--- config.mk ---
export PLATFORM = sky130hd
export DESIGN_NAME = out_uart_reporter
export DESIGN_NICKNAME = d
export VERILOG_FILES = /design/src/rtl/out_uart_reporter.sv
export SDC_FILE = /design/constraint.sdc
export NUM_CORES = 1
export LEC_CHECK = 0
export BUFFER_PORTS_ARGS = -buffer_cell sky130_fd_sc_hd__buf_2
export CAP_MARGIN = 20
export CELL_PAD_IN_SITES_DETAIL_PLACEMENT = 1
export CELL_PAD_IN_SITES_GLOBAL_PLACEMENT = 1
export CORE_ASPECT_RATIO = 2
export CORE_MARGIN = 10
export CORE_UTILIZATION = 25
export CTS_CLUSTER_SIZE = 28
export DETAILED_ROUTE_END_ITERATION = 7
export GPL_ROUTABILITY_DRIVEN = 0
export GPL_TIMING_DRIVEN = 0
export PLACE_DENSITY = 0.58
export SYNTH_ARGS = -nofsm -noshare
export SYNTH_HDL_FRONTEND = slang
export SYNTH_SLANG_ARGS = --single-unit
--- constraint.sdc ---
create_clock -name clk -period 3.9 [get_ports clk]
set_input_delay 0.195 -clock clk [delete_from_list [all_inputs] [get_ports clk]]
set_output_delay 0.195 -clock clk [all_outputs]
set_load 0.01 [all_outputs]
--- src/rtl/out_uart_reporter.sv ---
// Watches the SoC "out" register and sends every new value over an 8N1 UART
// as upper-case ASCII hex text followed by "\r\n", MSB nibble first.
module out_uart_reporter #(
    parameter int CLK_FREQ = 6000000,
    parameter int BAUD     = 115200,
    parameter int CNT_W    = 8
) (
    input  logic             clk,
    input  logic             resetn,
    input  logic [31:0]      value,
    input  logic             report_en,
    input  logic             report_req,
    output logic             tx,
    output logic             busy,
    output logic [CNT_W-1:0] overrun_cnt
);

    localparam int CPB = CLK_FREQ / BAUD;
    localparam int BAUD_W = (CPB > 1) ? $clog2(CPB) : 1;
    localparam logic [BAUD_W-1:0] BAUD_LAST = BAUD_W'(CPB - 1);

    typedef enum logic [1:0] {IDLE, START, DATA, STOP} state_t;

    state_t            state, state_next;
    logic [31:0]       shadow, shadow_next;
    logic [31:0]       last_sent, last_sent_next;
    logic [31:0]       value_q;
    logic [3:0]        char_idx, char_idx_next;
    logic [2:0]        bit_idx, bit_idx_next;
    logic [BAUD_W-1:0] baud_cnt, baud_cnt_next;
    logic              tx_next, busy_next;
    logic [3:0]        nibble;
    logic [7:0]        cur_char;
    logic              fire, bit_end;

    // Nibble i lives at shadow[4*(7-i)+3 -: 4]; 7-i is the bitwise inverse of a 3-bit i.
    always_comb begin
        nibble = shadow[{~char_idx[2:0], 2'b11} -: 4];
        if (char_idx == 4'd8)
            cur_char = 8'h0D;
        else if (char_idx == 4'd9)
            cur_char = 8'h0A;
        else if (nibble < 4'd10)
            cur_char = 8'h30 + {4'h0, nibble};
        else
            cur_char = 8'h37 + {4'h0, nibble};
    end

    assign fire    = report_req | (report_en & (value != last_sent));
    assign bit_end = (baud_cnt == BAUD_LAST);

    always_comb begin
        state_next     = state;
        shadow_next    = shadow;
        last_sent_next = last_sent;
        char_idx_next  = char_idx;
        bit_idx_next   = bit_idx;
        baud_cnt_next  = baud_cnt;
        tx_next        = tx;
        busy_next      = busy;
        unique case (state)
            IDLE: begin
                tx_next = 1'b1;
                if (fire) begin
                    shadow_next    = value;
                    last_sent_next = value;
                    busy_next      = 1'b1;
                    char_idx_next  = 4'd0;
                    baud_cnt_next  = '0;
                    tx_next        = 1'b0;
                    state_next     = START;
                end
            end
            START: begin
                if (bit_end) begin
                    baud_cnt_next = '0;
                    bit_idx_next  = 3'd0;
                    tx_next       = cur_char[0];
                    state_next    = DATA;
                end else begin
                    baud_cnt_next = baud_cnt + 1'b1;
                end
            end
            DATA: begin
                if (bit_end) begin
                    baud_cnt_next = '0;
                    if (bit_idx == 3'd7) begin
                        tx_next    = 1'b1;
                        state_next = STOP;
                    end else begin
                        bit_idx_next = bit_idx + 3'd1;
                        tx_next      = cur_char[bit_idx + 3'd1];
                    end
                end else begin
                    baud_cnt_next = baud_cnt + 1'b1;
                end
            end
            STOP: begin
                if (bit_end) begin
                    baud_cnt_next = '0;
                    if (char_idx == 4'd9) begin
                        busy_next  = 1'b0;
                        tx_next    = 1'b1;
                        state_next = IDLE;
                    end else begin
                        char_idx_next = char_idx + 4'd1;
                        tx_next       = 1'b0;
                        state_next    = START;
                    end
                end else begin
                    baud_cnt_next = baud_cnt + 1'b1;
                end
            end
            default: state_next = IDLE;
        endcase
    end

    always_ff @(posedge clk) begin
        if (!resetn) begin
            state     <= IDLE;
            shadow    <= '0;
            last_sent <= '0;
            char_idx  <= '0;
            bit_idx   <= '0;
            baud_cnt  <= '0;
            tx        <= 1'b1;
            busy      <= 1'b0;
        end else begin
            state     <= state_next;
            shadow    <= shadow_next;
            last_sent <= last_sent_next;
            char_idx  <= char_idx_next;
            bit_idx   <= bit_idx_next;
            baud_cnt  <= baud_cnt_next;
            tx        <= tx_next;
            busy      <= busy_next;
        end
    end

    // Changes seen while a frame is on the line are dropped, so count them.
    always_ff @(posedge clk) begin
        if (!resetn) begin
            value_q     <= '0;
            overrun_cnt <= '0;
        end else begin
            value_q <= value;
            if (busy && (value != value_q) && (overrun_cnt != '1))
                overrun_cnt <= overrun_cnt + 1'b1;
        end
    end

endmodule

# Word level (Yosys, flattened, before mapping)
# Cells that the tools add are included.
[word_totals]
ff_bits = 89
latchBits = 0
mem_bits_rw = 0
mem_bits_ro = 0
input_bits = 36
out_inout_bits = 10
wordCells = 85
memories = 0
[classes]
n_addsub = 6
multipliers = 0
div = 0
n_lt_le_gt_ge = 2
n_eq_ne = 18
shift = 1
mux = 34
n_bitwise = 3
n_reduce_logical = 12
[ops]
columns = ["op", "count"]
rows = [
  ["inequality test 32 bit", 2],
  ["variable part select 35 x 6 -> 4 bit", 1],
  ["two-way mux 7 bit", 3],
  ["inequality test 2 bit, second input constant", 8],
  ["adder 6 x 4 -> 7 bit, first input constant", 2],
  ["two-way mux 4 bit", 3],
  ["two-way mux 6 bit", 2],
  ["one-hot mux 6 bit (2 select lines)", 1],
  ["AND reduction 4 bit", 3],
  ["two-way mux 1 bit", 11],
  ["two-way mux 2 bit", 5],
  ["two-way mux 3 bit", 3],
  ["adder 8 x 1 -> 8 bit, second input constant", 1],
  ["== test 4 bit, second input constant", 2],
  ["inequality test 8 bit, second input constant", 1],
  ["one-hot mux 2 bit (4 select lines)", 1],
  ["one-hot mux 4 bit (2 select lines)", 1],
  ["adder 6 x 1 -> 6 bit, second input constant", 1],
  ["== test 6 bit, second input constant", 1],
  ["one-hot mux 3 bit (2 select lines)", 1],
  ["AND reduction 5 bit", 1],
  ["adder 4 x 1 -> 4 bit, second input constant", 1],
  ["== test 2 bit, second input constant", 2],
  ["less-than comparator 3 x 4 -> 1 bit, second input constant", 1],
  ["16 further kinds", 18],
]

# Logic depth before layout (Yosys ltp)
# Gate-level depths: netlist (run 1).
[depth]
word_depth = 11
depth_mapped = 9
ltp_nobuf = 8

# Worst setup path after synthesis (run 1)
# OpenSTA, ideal clock, no wires.
[synth_path]
path_kind = "reg-to-reg"
startpoint = "register char_idx[0]"
endpoint = "register tx"
setup_time_ns = 0.078
arrival_ns = 2.127
required_time_ns = 3.822
slack_ns = 1.695
stages_incl_launch_ff = 10
path_buffers = 1
synth_period_minus_slack_ns = 2.205
cell_sequence = "dfxtp_1 -> buf_6 -> mux4_2 -> mux2i_4 -> ha_1 -> nand3_1 -> mux2i_1 -> a311o_1 -> o2111ai_1 -> a32oi_1"
[synth_via]
elab_chain_cells = 11
word_cells_on_any_way = 18
classes_between = "2 x add/sub; 1 x order compare; 2 x eq/ne; 1 x shift; 11 x mux; 1 x bitwise"
[synth_lines]
columns = ["element", "line", "text"]
rows = [
  ["start: declaration", "28", "logic [3:0] char_idx, char_idx_next;"],
  ["start signal: assignment", "132", "char_idx <= char_idx_next;"],
  ["NOT 3 bit", "38", "nibble = shadow[{~char_idx[2:0], 2'b11} -: 4];"],
  ["variable part select 35 x 6 -> 4 bit", "38", ""],
  ["adder 6 x 4 -> 7 bit, or another cell as far along", "46", "cur_char = 8'h37 + {4'h0, nibble};"],
  ["two-way mux 7 bit", "43", "else if (nibble < 4'd10)"],
  ["two-way mux 7 bit", "41", "else if (char_idx == 4'd9)"],
  ["two-way mux 7 bit", "39", "if (char_idx == 4'd8)"],
  ["binary-select mux 1 bit (select 3 bit)", "92", "tx_next = cur_char[bit_idx + 3'd1];"],
  ["two-way mux 1 bit (not written as such)", "92", ""],
  ["two-way mux 1 bit", "87", "if (bit_idx == 3'd7) begin"],
  ["two-way mux 1 bit", "85", "if (bit_end) begin"],
  ["one-hot mux 1 bit (4 select lines) *", "61", "unique case (state)"],
  ["end signal: assignment", "135", "tx <= tx_next;"],
  ["end: declaration", "13", "output logic tx,"],
]
# Mark *: on every way between the ends. The rest lies on a longest branch, timed or not. The select of a mux whose other input is x is not followed.
# A chain may end at the register's enable or synchronous reset.

# Worst setup path after layout (run 1)
[layout_path]
startpoint = "register value_q[25]"
endpoint = "register overrun_cnt[4]"
[layout_via]
elab_chain_cells = 3
[layout_lines]
columns = ["element", "line", "text"]
rows = [
  ["start: declaration", "27", "logic [31:0] value_q;"],
  ["start signal: assignment", "146", "value_q <= value;"],
  ["inequality test 32 bit", "147", "if (busy && (value != value_q) && (overrun_cnt != '1))"],
  ["logical AND 1 bit (2 in series)", "147", ""],
  ["end signal: assignment", "148", "overrun_cnt <= overrun_cnt + 1'b1;"],
  ["end: declaration", "15", "output logic [CNT_W-1:0] overrun_cnt"],
]
# Every way passes these cells.

==> impl_metrics.tcl, run 1 <==
set metrics [dict create \
    ir_drop_mv 0.3296 \
    ys_warn_count 0 \
    syn_inst 453 \
    clock_sinks 89 \
    total_power_mw 2.974 \
    synth-compound-area-share_pct 6.669 \
    p_per_area_mw_per_mm2 554.4 \
    synth.area.top_cells "dfxtp_1 (39%), mux2i_1 (8.4%), xor2_1 (7.5%)" \
    layoutNonFillerInstCount 727 \
    criticalPathCategory "reg -> reg" \
    post_synth_num_cell_types 56 \
    cp-start-kind "register" \
    status "completed" \
    die_area_mm2 0.02428 \
    track_usage_pct 12.17 \
    finalNetCount 558 \
    cap_violations 0 \
    ys_ff_latch 89 \
    finalCriticalPeriod_ps 2879 \
    crit_path_max_incr_delay_ps 950 \
    syn_area_per_cell_um2 10.02 \
    fin_ws_ps 1021 \
    grt_pass1_wl_um 22060 \
    postCtsSetupRepairBufs 0 \
    synth_edf_count 0 \
    final_area_mm2 0.005364 \
    place_area_mm2 0.005032 \
    first_global_vias 3885 \
    n_antenna_cell 0 \
    ys_async_sr_fraction_pct 0 \
    wl_per_cell_um 19.64 \
    place_inst 711 \
    dr_total_vias 3504 \
    cp_num_buf_inv 0 \
    die_h_um 210.6 \
    synth_fp_nets 502 \
    ios 46 \
    regToRegSetupSlack_ps 1020 \
    crit_cells 7 \
    final_util_pct 30.16 \
    cts_root_buf "clkbuf_16" \
    finalSetupViolations 0 \
    hp-class "in -> reg" \
    critPathMaxFanout 8 \
    cp-end-kind "register" \
    fill_cells 2101 \
    core_area_mm2 0.01778 \
    die_w_um 115.3 \
    register_area_mm2 0.001782 \
    area_delta_synth_final_pct 18.13 \
    cp.required_ps 4120 \
    hold_viol_final 0 \
    cts_tree "done" \
    antenna_found_initial 0 \
    clock.fmax_mhz 347.3 \
    grtUsageMet3_pct 2.389 \
    numCtsBuffers 9 \
    grt_busiest_layer "met2" \
    crit_slowest_cell "nor4_1" \
    multi_input_area_mm2 0.002601 \
    yosysSeqAreaShare_pct 39.24 \
    rsz0062_at_grt "no" \
    holdBufCountCts 0 \
    grt_overflow 0 \
    synth_common_cells "dfxtp_1 (89), nor2_1 (53), xor2_1 (39)" \
    critical_path.top_delay_family "simple AND/OR/NAND/NOR gates" \
    drc 0 \
    whs_path_depth 2 \
    hpwl_um 11540 \
    syn_area_mm2 0.004541 \
    initial_utilization_pct 25.53 \
    globalRouteMet2Util_pct 25.27 \
    fin_skew_ps 7.357 \
    ys.flop_type "dfxtp_1" \
    r2r.worst_path.cells 7 \
    grt_start_max_net_pins 15 \
    port_buffers 45 \
    cts.htree.levels 3 \
    crit_arrival_ps 3100 \
    clkTransAtPathRegs_ps 70 \
    clockBufferDepth 2 \
    netlist.area_leader.share_pct 39.24 \
    slew-limit-headroom_pct 24.44 \
    synthSimpleGateAreaFrac_pct 18.02 \
    path_cells "xor2_1 -> nor4_1 -> nand4_1 -> o21ai_1 -> nor4b_1 -> xnor2_1 -> nor2_1" \
    worst_slew_pin_slew_ps 1123 \
    first_pass_iters 4 \
    setup-tns-final_ps 0 \
    avgViaCountPerCell 4.820 \
    drive_gt1_share_pct 16.34 \
    synthAdderAreaFrac_pct 3.582 \
    synth.most_common_cell "dfxtp_1" \
    dp_slack_ps 927.3 \
    yosysTopAreaCell "dfxtp_1" \
    rows 69 \
    synth_mux_area_share_pct 14.16 \
    drtIter0Drc 120 \
    min_period_over_period_pct 73.82 \
    clk_latency_ps 350 \
    leakage_nw 2.117 \
    wl_um 14280 \
    timing.hold.ws_ps 121.2 \
    drv_slew 0 \
    cts_resized 0 \
    globalRouteMet1Util_pct 10.02 \
    synth_top_family_by_area "simple AND/OR/NAND/NOR gates" \
    synth-xor-area-share_pct 14.85 \
    ant_nets 0 \
]
## power breakdown
group          internal (mW)  total, mW  leakage [nW]  switching (mW)
clock                  0.597      0.973         0.155           0.376
combinational          0.394      0.878          1.23           0.483
sequential              1.02       1.12         0.734           0.102
## kinds of logic after synthesis
| group | after synthesis |
|---|---|
| flops | 89 |
| compound gates | 43 |
| xor+xnor | 77 |
| simple gates | 155 |
| mux | 50 |
| fa+ha+maj | 13 |
| buf+inv | 26 |
## worst paths after layout
check,from,to
max,value_q[25],overrun_cnt[4]
min,value[29],value_q[29]
max reg2reg,value_q[25],overrun_cnt[4]
min reg2reg,bit_idx[1],bit_idx[1]
## registers in the layout, summed over array words and instances, names as in the netlist
name and flops:
char_idx 4, overrun_cnt 8, tx 1, last_sent 32, busy 1, value_q 32
bit_idx 3, baud_cnt 6, state 2
## layout make-up
cell class | instances | share of cell area (%)
multi-input combinational | 338 | 48.50
sequential | 89 | 33.22
tap | 213 | 4.969
clock buffer | 12 | 4.782
timing repair buffer | 45 | 4.199
buffer | 18 | 2.379
clock inverter | 4 | 1.400
inverter | 8 | 0.5598
## layout by cell type (no fill, tap or decap), drive strengths merged, types with 3 or more instances in the layout
cell and count:
nor3b 3, mux2i 40, nor4 13, xnor2 38, o21ai 10, nand4 13, ha 13, clkbuf 21
buf 53, o2111ai 3, nand3 7, nand2 13, xor2 39, inv 8, dfxtp 89, a21oi 7
nor3 3, nand2b 5, nor2 55, and2 33, mux4 8, nand3b 3, o211ai 5
## per-layer routing
layer  wire, um  vias to the layer above
met4        453                        0
met2       8805                       52
met5          0                        -
met1       4567                     1740
met3        451                       24
li1           -                     1688
Power figures use the tool's default switching activity.
==> run 2, diff against run 1 <==
==> constraint.sdc (replaced) <==
create_clock -name clk -period 2.7 [get_ports clk]
set_input_delay 0.135 -clock clk [delete_from_list [all_inputs] [get_ports clk]]
set_output_delay 0.135 -clock clk [all_outputs]
set_load 0.01 [all_outputs]
==> impl_metrics.tcl, run 2 (synthesis gave the netlist of run 1 again) <==
set metrics [dict create \
    status "completed" \
    cp-end-kind "register" \
    switching_share_pct 32.39 \
    cp_num_buf_inv 1 \
    r2r_start "char_idx[0]" \
    cap_violations 0 \
    crit_arrival_ps 2840 \
    drv_slew 0 \
    crit_top_cell "mux2i_1" \
    first_global_vias 3875 \
    fin_skew_ps 8.017 \
    grt_overflow 0 \
    hold_viol_final 0 \
    clock.fmax_mhz 389.4 \
    wl_um 14310 \
    antenna_found_initial 0 \
    hp-start "value[29]" \
    track_usage_pct 12.16 \
    avgViaCountPerCell 4.835 \
    cts_root_buf "clkbuf_16" \
    layoutNonFillerInstCount 727 \
    ant_nets 0 \
    drtIter0Drc 114 \
    p_int_mw 2.910 \
    ir_drop_mv 0.4771 \
    numCtsBuffers 9 \
    reg_top3 "last_sent (32), value_q (32), overrun_cnt (8)" \
    cp.required_ps 2980 \
    wl_per_cell_um 19.69 \
    first_pass_iters 4 \
    finalNetCount 558 \
    final_common_cell "dfxtp_1" \
    finalSetupViolations 0 \
    drive_gt1_share_pct 17.32 \
    die_area_mm2 0.02428 \
    cts.htree.levels 3 \
    register_area_mm2 0.001783 \
    power_frac_seq_pct 37.7 \
    postCtsSetupRepairBufs 0 \
    dr_total_vias 3515 \
    die_w_um 115.3 \
    port_buffers 45 \
    p_per_area_mw_per_mm2 798.9 \
    ios 46 \
    timing.hold.ws_ps 61.71 \
    finalCriticalPeriod_ps 2568 \
    p_switching_mw 1.394 \
    clock_sinks 89 \
    criticalPathCategory "reg -> reg" \
    rsz0062_at_grt "no" \
    grt_pass1_wl_um 22040 \
    fill_cells 2098 \
    core_area_mm2 0.01778 \
    drc 0 \
    startpoint "char_idx[0]" \
    slew-limit-headroom_pct 50.95 \
    power_frac_clock_pct 32.7 \
    clockBufferDepth 2 \
    grt_start_max_net_pins 15 \
    clkTransAtPathRegs_ps 70 \
    hpwl_um 11540 \
    crit_slowest_cell "mux4_2" \
    hp-class "in -> reg" \
    cp-start-kind "register" \
    worst_slew_pin_slew_ps 729.1 \
    clk_latency_ps 350 \
    die_h_um 210.6 \
    leakage_nw 2.122 \
    min_period_over_period_pct 95.10 \
    final_cell_mix "dfxtp_1 (88), nor2_1 (53), buf_2 (45)" \
    critPathMaxFanout 10 \
    cts_tree "done" \
    multi_input_area_mm2 0.002624 \
    place_inst 711 \
    path_cells "buf_6 -> mux4_2 -> mux2i_1 -> ha_2 -> nand3_1 -> mux2i_1 -> a311o_1 -> o2111ai_1 -> a32oi_1" \
    combPwrFrac_pct 29.6 \
    crit_path_max_incr_delay_ps 540 \
    critical_path.top_delay_family "multiplexers" \
    initial_utilization_pct 25.53 \
    n_antenna_cell 0 \
    area_delta_synth_final_pct 18.66 \
    rows 69 \
]
[run 2: cell counts in the layout (fill, tap and decap cells not counted)]
Identical to the previous run, type by type.
[run 2: path summary, 6_finish.rpt]
kind / to / slack [ps] / cells after the start
setup / recovery: tx / 130 / 9
hold / removal: value_q[29] / 60 / 2
setup reg to reg: tx / 130 / 9
hold reg to reg: bit_idx[1] / 490 / 2
[run 2: per-layer routing]
layer	GRT usage, %	vias up	share of wire [%]
met5	0	-	0
met4	5.918	0	3.5
met3	2.389	26	3.2
met2	25.25	59	61
met1	10.02	1740	32
li1	-	1690	-
[run 2: area by class of cell]
cell class / count / share of cell area, %
clock buffer: 12 / 4.761
multi-input combinational: 338 / 48.70
clock inverter: 4 / 1.393
sequential: 89 / 33.09
inverter: 8 / 0.5574
buffer: 18 / 2.369
tap: 213 / 4.947
timing repair buffer: 45 / 4.180
[run 2: worst register-to-register path: stages (launching register included)]
cell and delay [ps]:
dfxtp_2 410, buf_6 190, mux4_2 540, mux2i_1 290, ha_2 290, nand3_1 80
mux2i_1 170, a311o_1 200, o2111ai_1 120, a32oi_1 200
[run 2: timing repair]
item	4_1_cts	5_1_grt
hold buffers	0	0
gates resized for setup	1	4
cloned	0	0
endpoints found under the setup margin	8	23
endpoints found under the hold margin	0	0
[run 2: through the flow]
stage | area [um2] | setup slack, ps | util, % | power, mW | setup TNS (ps)
2_1_floorplan | 4541 | 494.7 | - | 2.526 | 0
3_3_place_gp | 5032 | -197.0 | 28.30 | 2.873 | -1191
4_1_cts | 5370 | 16.08 | 30.20 | 4.341 | 0
3_5_place_dp | 5032 | -212.7 | 28.30 | 2.926 | -1472
5_1_grt | 5388 | 10.84 | 30.29 | 4.532 | 0
6_report | 5388 | 132.3 | 30.29 | 4.304 | 0
[run 2: power groups by stage]
stage | Sequential [mW] | Combinational [mW] | Clock [mW]
2_1_floorplan | 1.61 | 0.912 | 0
3_3_place_gp | 1.64 | 1.23 | 0
3_5_place_dp | 1.65 | 1.28 | 0
4_1_cts | 1.62 | 1.29 | 1.43
5_1_grt | 1.64 | 1.40 | 1.49
6_report | 1.62 | 1.27 | 1.41
